File: src/rtl/ms_io_fifo_port_if.sv
// ms_io_fifo_port_if: 16-bit-address IO port bus between core (master) and peripheral (slave).
interface ms_io_fifo_port_if;
  logic [15:0] AIoAddr;
  logic [63:0] AIoMosi;
  logic [3:0]  AIoWrSize;
  logic [3:0]  AIoRdSize;
  logic [63:0] AIoMiso;
  logic        AIoBusy;
  logic        AIoSrq;
  modport master (output AIoAddr, AIoMosi, AIoWrSize, AIoRdSize, input AIoMiso, AIoBusy, AIoSrq);
  modport slave (input AIoAddr, AIoMosi, AIoWrSize, AIoRdSize, output AIoMiso, AIoBusy, AIoSrq);
endinterface

File: src/rtl/ms_io_fifo_port.sv
// ms_io_fifo_port: IO-bus mailbox FIFO (DATA/STAT/CTRL) with one-wait-state pops and level service request.
// Define MS_IO_FIFO_STAT_RC_EN to make a STAT read clear the sticky overflow/underflow flags.
module ms_io_fifo_port #(
  parameter logic [15:0] CBase     = 16'h0100,
  parameter int          CDepthLog = 4
) (
  input  logic              AClkH,
  input  logic              AResetHN,
  input  logic              AClkHEn,
  ms_io_fifo_port_if.slave  io
);
  localparam int Depth = 1 << CDepthLog;
  typedef logic [CDepthLog-1:0] ptr_t;
  typedef logic [CDepthLog:0]   cnt_t;
  logic [63:0] mem_q [Depth];
  ptr_t        wptr_q, wptr_d, rptr_q, rptr_d;
  cnt_t        cnt_q, cnt_d;
  logic [7:0]  thr_q, thr_d;
  logic [63:0] rd_word_q, rd_word_d;
  logic        srq_en_q, srq_en_d, ovf_q, ovf_d, udf_q, udf_d, rd_pend_q, rd_pend_d, srq_q;
  logic        sel_data, sel_stat, sel_ctrl, wr, rd, empty, full, push, pop, flush;
  logic [63:0] mask, stat, ctrl;
  assign sel_data = io.AIoAddr[15:3] == CBase[15:3];
  assign sel_stat = io.AIoAddr[15:3] == CBase[15:3] + 13'd1;
  assign sel_ctrl = io.AIoAddr[15:3] == CBase[15:3] + 13'd2;
  // a simultaneous write suppresses the read entirely
  assign wr = |io.AIoWrSize;
  assign rd = |io.AIoRdSize & ~wr;
  assign empty = cnt_q == '0;
  assign full = cnt_q == cnt_t'(Depth);
  assign push = wr & sel_data & ~full;
  assign pop = rd & sel_data & rd_pend_q & ~empty;
  assign flush = wr & sel_ctrl & io.AIoMosi[8];
  assign mask = io.AIoWrSize == 4'd1 ? 64'hff :
                io.AIoWrSize == 4'd2 ? 64'hffff :
                io.AIoWrSize == 4'd4 ? 64'hffff_ffff : '1;
  assign stat = {39'b0, srq_en_q, thr_q, 8'(cnt_q), 4'b0, udf_q, ovf_q, full, empty};
  assign ctrl = {54'b0, srq_en_q, 1'b0, thr_q};
  assign io.AIoMiso = rd & sel_stat ? stat :
                      rd & sel_ctrl ? ctrl :
                      rd & sel_data & rd_pend_q ? rd_word_q : '0;
  assign io.AIoBusy = rd & sel_data & ~rd_pend_q;
  assign io.AIoSrq = srq_q;
  always_comb begin
    wptr_d = flush ? '0 : wptr_q + ptr_t'(push);
    rptr_d = flush ? '0 : rptr_q + ptr_t'(pop);
    cnt_d = flush ? '0 : cnt_q + cnt_t'(push) - cnt_t'(pop);
    thr_d = wr & sel_ctrl ? io.AIoMosi[7:0] : thr_q;
    srq_en_d = wr & sel_ctrl ? io.AIoMosi[9] : srq_en_q;
    rd_pend_d = ~flush & rd & sel_data & ~rd_pend_q;
    rd_word_d = ~rd_pend_d ? rd_word_q : empty ? '0 : mem_q[rptr_q];
`ifdef MS_IO_FIFO_STAT_RC_EN
    ovf_d = ~flush & ~(rd & sel_stat) & (ovf_q | (wr & sel_data & full));
    udf_d = ~flush & ~(rd & sel_stat) & (udf_q | (rd & sel_data & rd_pend_q & empty));
`else
    ovf_d = ~flush & (ovf_q | (wr & sel_data & full));
    udf_d = ~flush & (udf_q | (rd & sel_data & rd_pend_q & empty));
`endif
  end
  always_ff @(posedge AClkH or negedge AResetHN)
    if (!AResetHN) begin
      wptr_q <= '0;
      rptr_q <= '0;
      cnt_q <= '0;
      thr_q <= '0;
      srq_en_q <= 1'b0;
      ovf_q <= 1'b0;
      udf_q <= 1'b0;
      rd_pend_q <= 1'b0;
      rd_word_q <= '0;
      srq_q <= 1'b0;
    end else if (AClkHEn) begin
      wptr_q <= wptr_d;
      rptr_q <= rptr_d;
      cnt_q <= cnt_d;
      thr_q <= thr_d;
      srq_en_q <= srq_en_d;
      ovf_q <= ovf_d;
      udf_q <= udf_d;
      rd_pend_q <= rd_pend_d;
      rd_word_q <= rd_word_d;
      srq_q <= srq_en_q & |thr_q & (9'(cnt_q) >= {1'b0, thr_q});
    end
  always_ff @(posedge AClkH)
    if (AClkHEn && push) mem_q[wptr_q] <= io.AIoMosi & mask;
endmodule

File: src/flat_wrapper.sv
// flat-port wrapper written by rule: the top's interface ports become plain ports
module ms_io_fifo_port_flat 
#(
  parameter logic [15:0] CBase     = 16'h0100,
  parameter int          CDepthLog = 4
)
  (AClkH, AResetHN, AClkHEn, io_AIoAddr, io_AIoMosi, io_AIoWrSize, io_AIoRdSize, io_AIoMiso, io_AIoBusy, io_AIoSrq);
  ms_io_fifo_port_if io_i ();
  input  logic AClkH;
  input  logic AResetHN;
  input  logic AClkHEn;
  input wire logic [$bits(io_i.AIoAddr)-1:0] io_AIoAddr;
  input wire logic [$bits(io_i.AIoMosi)-1:0] io_AIoMosi;
  input wire logic [$bits(io_i.AIoWrSize)-1:0] io_AIoWrSize;
  input wire logic [$bits(io_i.AIoRdSize)-1:0] io_AIoRdSize;
  output wire logic [$bits(io_i.AIoMiso)-1:0] io_AIoMiso;
  output wire logic [$bits(io_i.AIoBusy)-1:0] io_AIoBusy;
  output wire logic [$bits(io_i.AIoSrq)-1:0] io_AIoSrq;
  assign io_i.AIoAddr = io_AIoAddr;
  assign io_i.AIoMosi = io_AIoMosi;
  assign io_i.AIoWrSize = io_AIoWrSize;
  assign io_i.AIoRdSize = io_AIoRdSize;
  assign io_AIoMiso = io_i.AIoMiso;
  assign io_AIoBusy = io_i.AIoBusy;
  assign io_AIoSrq = io_i.AIoSrq;
  ms_io_fifo_port #(.CBase(CBase), .CDepthLog(CDepthLog)) u_core (.AClkH(AClkH), .AResetHN(AResetHN), .AClkHEn(AClkHEn), .io(io_i));
endmodule
File: config.mk
export PLATFORM = sky130hd
export DESIGN_NAME = ms_io_fifo_port_flat
export DESIGN_NICKNAME = d
export VERILOG_FILES = /design/src/rtl/ms_io_fifo_port_if.sv /design/src/rtl/ms_io_fifo_port.sv /design/src/flat_wrapper.sv
export SDC_FILE = /design/constraint.sdc
export NUM_CORES = 1
export LEC_CHECK = 0
export CAP_MARGIN = 20
export CORE_ASPECT_RATIO = 0.75
export CORE_MARGIN = 8
export CORE_UTILIZATION = 55
export CTS_CLUSTER_DIAMETER = 80
export DETAILED_ROUTE_END_ITERATION = 8
export PLACE_DENSITY = 0.85
export SYNTH_ARGS = -nofsm -noshare
export SYNTH_HDL_FRONTEND = slang
export SYNTH_SLANG_ARGS = --single-unit
File: constraint.sdc
create_clock -name AClkH -period 6.7 [get_ports AClkH]
set_input_delay 1.34 -clock AClkH [delete_from_list [all_inputs] [get_ports AClkH]]
set_output_delay 1.34 -clock AClkH [all_outputs]
set_load 0.02 [all_outputs]
# After elaboration in Yosys (flattened, before gate mapping)
# Memories as Yosys holds them, arrays and structs flattened.
# Cells that the tools add are included.
# word_totals
mem_bits_rw,1024
memories,1
out_inout_bits,66
regBits,90
# memory_table
name,depth,width,read_ports,rd_clocked_by_memory_dff,wr,line,text
u_core.mem_q,16,64,1,0,1,ms_io_fifo_port.sv:15,logic [63:0] mem_q [Depth];
# op_classes
eq_ne,7
n_addsub,4
n_lt_le_gt_ge,1
muxes,12
bitwise_logic,28
n_reduce_logical,7
# ops
operator,n
64-bit 2-to-1 mux,7
64-bit bitwise AND,1
13-bit by 6-bit == test with 1-bit output (second input constant),3
1-bit bitwise AND,20
4-bit by 1-bit adder with 4-bit output,2
5-bit by 8-bit >= comparator with 1-bit output,1
4-bit 2-to-1 mux,2
4-bit OR reduction,2
8-bit OR reduction,1
5-bit by 1-bit adder with 5-bit output,1
5-bit == test (second input constant),1
5-bit zero test,1
5-bit 2-to-1 mux,1
1-bit inverter,5
5-bit by 1-bit subtractor with 5-bit output,1
4-bit by 1-bit == test with 1-bit output (second input constant),1
4-bit by 2-bit == test with 1-bit output (second input constant),1
4-bit by 3-bit == test with 1-bit output (second input constant),1
2-bit AND reduction,2
1-bit 2-to-1 mux,2
1-bit OR,2
1-bit logical AND,1

# Longest topological paths before layout
# logic_depth
word_depth,8
ltp_mapped,15

# Least setup slack after synthesis
# No wires, ideal clock.
# synth_path
path_kind,input port to flip-flop
startpoint,in io_AIoAddr[9]
endpoint,"mem u_core.mem_q[2][0], enable pin"
required_ps,6136
stages,5
path_slack_ps,-887
arrival_time_ps,7022
setup_time_ps,564
path_cell_list,nor4b_1 > nand3_1 > nor3_1 > nand4b_1 > nor3_1
# synth_between
elab_chain_len,6
# synth_rtl
element,line,text
"start, declared",flat_wrapper.sv:12,input wire logic [$bits(io_i.AIoAddr)-1:0] io_AIoAddr;
13-bit by 6-bit == test with 1-bit output,ms_io_fifo_port.sv:23,assign sel_data = io.AIoAddr[15:3] == CBase[15:3];
1-bit bitwise AND (2 in series),ms_io_fifo_port.sv:31,assign push = wr & sel_data & ~full;
1-bit logical AND,ms_io_fifo_port.sv:85,if (AClkHEn && push) mem_q[wptr_q] <= io.AIoMosi & mask;
1-bit 2-to-1 mux,ms_io_fifo_port.sv:85,
1-bit 2-to-1 mux (implied by the code),ms_io_fifo_port.sv:85,
"end, declared",ms_io_fifo_port.sv:15,
# Every way passes these cells.

# Final worst setup path
# layout_path
startpoint,in io_AIoWrSize[1]
endpoint,out io_AIoMiso[51]
# layout_between
elab_chain_len,8
elab_cells_between_ends,10
# layout_rtl
element,line,text
"start, declared",flat_wrapper.sv:14,input wire logic [$bits(io_i.AIoWrSize)-1:0] io_AIoWrSize;
4-bit OR reduction (*),ms_io_fifo_port.sv:27,assign wr = |io.AIoWrSize;
1-bit inverter (*),ms_io_fifo_port.sv:28,assign rd = |io.AIoRdSize & ~wr;
1-bit bitwise AND (*),ms_io_fifo_port.sv:28,
1-bit bitwise AND (2 in series),ms_io_fifo_port.sv:41,rd & sel_data & rd_pend_q ? rd_word_q : '0;
64-bit 2-to-1 mux,ms_io_fifo_port.sv:41,
64-bit 2-to-1 mux,ms_io_fifo_port.sv:40,rd & sel_ctrl ? ctrl :
64-bit 2-to-1 mux (*),ms_io_fifo_port.sv:39,assign io.AIoMiso = rd & sel_stat ? stat :
"end, declared",flat_wrapper.sv:16,output wire logic [$bits(io_i.AIoMiso)-1:0] io_AIoMiso;
# Every way passes the cells marked *; elsewhere a longest branch is shown, timed or not.

==> metrics.cfg <==
[synthesis]
synthXorXnorAreaFrac=0.001589
synthSimpleGateAreaFrac=0.04347
synth_top_area_frac=0.6974
ys_ff_latch=1114
synth_area_leaders=edfxtp_1 (70%), mux4_2 (6.5%), dfrtp_1 (5.1%)
synth_mux_area_frac=0.1281
avgSynthCellArea_um2=18.27
netlist_area_um2=44090
ys_seq_area_frac=0.7485
synth_area_leader_cell=edfxtp_1
yosysUniqueCellTypes=52
synth_ff_type=edfxtp_1
yosysWarnings=0
yosysMostFrequentCell=edfxtp_1
synth_top_family_by_area=multiplexers
yosys-top-cells-count=edfxtp_1 (1,024), mux2i_1 (221), mux4_2 (128)
netlist_instances=2413
synthArstFlopShare=0.08079
syn_nets=2520
synth_edf_count=1024
yosys.area_share.adder=0.004711
synth_compound_area_frac=0.05789

[power_and_ir_drop]
seqPwrFrac=0.540
clkPwrFrac=0.436
swShare=0.2010
p_int_w=0.01133
vdd_drop_max_mv=0.2526
powerDensity_nw_per_um2=279.2
switchingPower_w=0.002849
power_frac_comb=0.023
leakage_nw=15.59

[placement]
gp_congestion=0.8263
hpwl_um=56990
dpl_cell_area_um2=47140
placed_cells=3536
portBuffers=153

[global_route]
grt_pass1_vias=25220
grtUsageTotal=0.2408
grt_pass1_wl_um=160800
grt_max_degree=93
antenna_found_initial=6
grt-ovfl-total=0

[clock_network]
cts_buffer_depth=3
cts_root_buf=clkbuf_16
cts_resized=0
cts_setup_buffers=0
ctsHoldBuffers=0
h-tree-depth=3
cts_buffers=102
cts_tree=built
clkTransAtPathRegs_ns=0.06
insertion_delay_ns=0.69
cts.sink_count=1114

[sta]
rsz0062_at_grt=no
finalHoldViolCount=0
layout_min_cycle_time_ns=5.989
slew_viol_final=0
finalCritPeriodShare=0.8939
whs_ns=0.4916
setup_tns_ns=0
slew_headroom=0.2599
max_freq_ghz=0.1670
setup_viol=0
clock_skew_ns=0.02962
worst_pin_slew_ns=1.108

[route]
drt-initial-drc-count=3128
drc=0
vias=24660
vias_per_cell=6.603
drt_pass1_iterations=6
avgRoutedWirePerCell_um=29.22
ant_nets=0
drt-total-wl_um=109100

[flow_run]
maxCapViolCount=0

[floorplan]
start_util=0.5515
ios=157
die_area_um2=89570
die_y_um=261.2
coreArea_um2=79950
fp.dieW_um=342.9
rows=90

[layout]
fin_nets=2693
area_growth_pct=15.15
fin_util=0.6350
drive_gt1_frac=0.1627
final-instance-count-excl-fill=3734
final_area_um2=50770

[critical_path]
critPathLaunchType=input pin
endpoint_kind=output pin
crit_type=input pin to output pin
cp.arrival_ns=4.65
worstPathMaxFanout=20
critPathRequiredTime_ns=5.36

[status]
status=complete, no violations

[min_path]
worstHoldPathType=register to register

[kinds of logic (layout without fill, tap and decap cells)]
| family | count (synthesis) | after routing |
|---|---|---|
| compound gates | 350 | 350 |
| xor+xnor | 8 | 8 |
| fa+ha+maj | 16 | 16 |
| buf+inv | 163 | 423 |
| flops | 1114 | 1114 |
| mux | 398 | 398 |
| other cells | 0 | 3 |
| simple gates | 364 | 364 |
[sequential cells by signal (all words and copies together) (netlist names)]
signal and flops:
u_core.udf_q 1, u_core.cnt_q 5, u_core.thr_q 8, u_core.rd_pend_q 1
u_core.wptr_q 4, u_core.io.AIoSrq 1, u_core.rptr_q 4, u_core.srq_en_q 1
u_core.ovf_q 1, u_core.rd_word_q 64, u_core.mem_q 1024
[layer usage]
metal / GRT usage / up-vias / share of wire / routed length [um]
met3: 0.04989 / 298 / 0.11 / 11770
met1: 0.3192 / 12550 / 0.37 / 40420
met5: 0 / - / 0.00022 / 24
li1: - / 10100 / - / -
met2: 0.3967 / 1704 / 0.48 / 52820
met4: 0.09114 / 4 / 0.037 / 4053
[cells in the final DEF, fill, tap and decap left out, types with 21 or more instances in the layout]
cell and instances:
nor2_1 60, a22oi_1 44, mux4_2 128, o21ai_0 25, dfrtp_1 86, nand2_1 75
a21oi_1 56, edfxtp_1 1024, clkinv_2 21, mux2i_1 221, a22o_1 60, nand3b_1 24
clkdlybuf4s50_1 152, a221oi_1 64, o211ai_1 46, buf_4 44, mux2_2 49, clkbuf_16 103
nand3_1 47, and2_1 91
[metrics by stage]
stage	power [W]	worst slack (ns)
CTS	0.01421	0.6444
finish	0.01417	0.7105
detailed placement	0.008135	0.6935
global placement	0.008105	0.7646
global route	0.01450	0.5602
floorplan	0.007970	0.8235
[area by class of cell]
class                      count  area [um^2]
multi-input combinational   1136        10560
antenna                        3        7.507
clock buffer                 124         2716
inverter                      16        60.06
tap                         1058         1324
fill                        5061        29180
sequential                  1114        33020
clock inverter                67        857.1
timing repair buffer         216         2231
[worst paths after layout]
check | slack (ns) | start | cells after the start | end
max | 0.71 | io_AIoWrSize[1] | 8 | io_AIoMiso[51]
min | 0.49 | u_core.rd_word_q[32]$_DFFE_PN0P_ | 2 | u_core.rd_word_q[32]$_DFFE_PN0P_
max reg2reg | 3.02 | u_core.cnt_q[3]$_DFFE_PN0P_ | 15 | u_core.cnt_q[4]$_DFFE_PN0P_
min reg2reg | 0.49 | u_core.rd_word_q[32]$_DFFE_PN0P_ | 2 | u_core.rd_word_q[32]$_DFFE_PN0P_
max in group asynchronous | 4.71 | AResetHN | 2 | u_core.rptr_q[3]$_DFFE_PN0P_
min in group asynchronous | 0.68 | AResetHN | 1 | u_core.thr_q[2]$_DFFE_PN0P_
[critical path: stages]
cell,delay (ns)
clkdlybuf4s50_1,0.54
nor4_4,0.55
o41ai_1,0.20
buf_4,0.20
nor3_2,0.63
buf_4,0.37
and2_1,0.18
clkdlybuf4s50_1,0.61
[power groups by stage]
stage	logic (W)	registers, W	clock network (W)
detailed placement	0.000326	0.00781	0
global route	0.000365	0.00766	0.00647
finish	0.000330	0.00766	0.00618
floorplan	0.000171	0.00780	0
global placement	0.000297	0.00781	0
CTS	0.000328	0.00766	0.00622
Power figures use the tool's default switching activity.
==> RTL change: new RTL, same flow settings <==
`CDepthLog` is set to 4 in 2 places; all go to 2.
--- a/src/rtl/ms_io_fifo_port.sv
+++ b/src/rtl/ms_io_fifo_port.sv
@@ -2,7 +2,7 @@
 // Define MS_IO_FIFO_STAT_RC_EN to make a STAT read clear the sticky overflow/underflow flags.
 module ms_io_fifo_port #(
   parameter logic [15:0] CBase     = 16'h0100,
-  parameter int          CDepthLog = 4
+  parameter int          CDepthLog = 2
 ) (
   input  logic              AClkH,
   input  logic              AResetHN,
--- a/src/flat_wrapper.sv
+++ b/src/flat_wrapper.sv
@@ -2,7 +2,7 @@
 module ms_io_fifo_port_flat 
 #(
   parameter logic [15:0] CBase     = 16'h0100,
-  parameter int          CDepthLog = 4
+  parameter int          CDepthLog = 2
 )
   (AClkH, AResetHN, AClkHEn, io_AIoAddr, io_AIoMosi, io_AIoWrSize, io_AIoRdSize, io_AIoMiso, io_AIoBusy, io_AIoSrq);
   ms_io_fifo_port_if io_i ();
Formal check against the unedited RTL: same outputs for any inputs over 4 cycles, from zero or initial values and one cycle with AResetHN low; that may be too few to reach the edited logic, so the function may still have changed.
==> RTL change against the unedited design <==
Highest routed layer is now met4; hold slack lost 9.2 ps; fmax grew 6.9%; routed wire length shrank 71%; total power shrank 67%; setup slack gained 390 ps; sequential power shrank 70%; sequential cell count shrank 774; cell area shrank 66%; synthesized area shrank 67%; largest cell class unchanged.
==> RTL change: results <==
[run_status]
run_status = completed

[yosys]
synth_compound_gate_area_share_pct = 2.07
synth_async_sr_flop_share_pct = 24.7
post_synth_main_area_contributors = edfxtp_1 (54%), dfrtp_1 (15%), mux4_2 (10%)
synth_adder_area_share_pct = 0.750
synth_xor_xnor_area_share_pct = 0.183
post_synth_edffs = 256
synthMuxAreaShare_pct = 17.0
synth.top_cells.by_count = edfxtp_1 (256), dfrtp_1 (84), nor2b_1 (72)
synth_sequential_area_ratio_pct = 68.2
yosysUniqueCellTypes = 50
synth.net_count = 911
yosys_warnings = 0
synth_cells = 812

[worst_hold_path]
min_from = u_core.rd_word_q[62]
worstHoldPathType = reg -> reg
hold_path_end = u_core.rd_word_q[62]
hold_depth = 1

[cts]
ctsResizeCount = 0
cts-root-to-sink-buffers = 3
postCtsSetupRepairBufs = 0
tritoncts.num_buffers = 34
worst_skew_pair.late_latency_ps = 490
maximum_level_of_the_cts_h_tree = 2
clockRootBuffer = clkbuf_16
clk_pin_slew_ps = 60

[sta]
fin_ws_ps = 1100
maxSlewHeadroom_pct = 27.5
hold_slack_ps = 482
maximum_clock_skew_at_final_layout_ps = 16.7

[power]
leakage_component_of_the_power_uw = 0.00644
swShare_pct = 21.7
vdd_ir_drop_max_mv = 0.266

[placed_design]
placed_area_sq_um = 16200
globalplace.congestion = 0.815
preCtsSetupSlack_ps = 1160
detailedPlacementHpwl_microns = 18600

[finish]
number_of_nets_in_the_layout = 1057
post_route_cells_drive_above_1_share_pct = 20.6
biggestRegsByFlops = u_core.mem_q (256), u_core.rd_word_q (64), u_core.thr_q (8)
antennaDiodeCount = 0
finalNonFillerCells = 1326

[routing]
drt-pass1-iter-count = 5
vias_per_cell = 5.87
routedWlPerCell_microns = 23.6
drt_iter0_markers = 576

[setup_path]
reg2regPathDepth = 12
critical_path.max_stage_delay_ps = 720
worst_ep_arrival_time_ps = 4260
crit_path_top_delay_cell = nor2_1
r2r-start = u_core.cnt_q[1]
worst-path-max-fanout = 13
ff2ff_setup_slack_ps = 3430
crit-reg2reg-capture = u_core.cnt_q[2]

[global_routing]
grt_first_pass_wirelength_microns = 48300
first_global_vias = 8260
gr-usage-all-layers_pct = 19.8
grt_max_degree = 67
initial_antenna_violation_count = 0
-- RTL change: cell count changes after synthesis, moves of 57 or more --
cell | before | now
mux2i_1 | 221 | 0
a221oi_1 | 64 | 0
clkbuf_1 | 90 | 33
nor2b_1 | 10 | 72
edfxtp_1 | 1024 | 256
nor2_1 | 73 | 10
nand2_1 | 75 | 4
mux4_2 | 128 | 64
-- RTL change: layout make-up --
cell class,instances,area [sq um]
sequential,340,9800
fill,1718,8470
multi-input combinational,409,4310
timing repair buffer,161,1590
clock buffer,42,952
tap,344,430
clock inverter,18,193
inverter,12,45.0
-- RTL change: routing by layer --
| metal | GRT usage (%) | routed length (microns) |
|---|---|---|
| met5 | 0 | 0 |
| met4 | 5.10 | 647 |
| met3 | 3.76 | 1910 |
| met2 | 32.7 | 15400 |
| met1 | 26.9 | 13300 |
-- RTL change: power groups by stage --
| stage | Sequential [uW] | Combinational [uW] | Clock [uW] |
|---|---|---|---|
| after floorplan | 2340 | 268 | 0 |
| after CTS | 2320 | 396 | 1960 |
| final | 2320 | 389 | 1930 |
| after global routing | 2320 | 426 | 2050 |
| after global placement | 2360 | 382 | 0 |
| after detailed placement | 2360 | 395 | 0 |
-- RTL change: worst max path at each step --
stage / startpoint / end / cells after the start
3_5_place_dp: io_AIoAddr[6] / io_AIoMiso[8] / 6
4_1_cts: io_AIoAddr[6] / io_AIoMiso[8] / 6
5_1_grt: io_AIoAddr[6] / io_AIoMiso[16] / 6
2_1_floorplan: io_AIoRdSize[3] / io_AIoMiso[10] / 6
3_3_place_gp: io_AIoAddr[6] / io_AIoMiso[8] / 6
6_report: io_AIoAddr[6] / io_AIoMiso[8] / 6
-- RTL change: critical path, delay by kind of cell --
kind,cells,cell delay (ps)
compound gates,1,300
buf+inv,2,1020
simple gates,3,1590
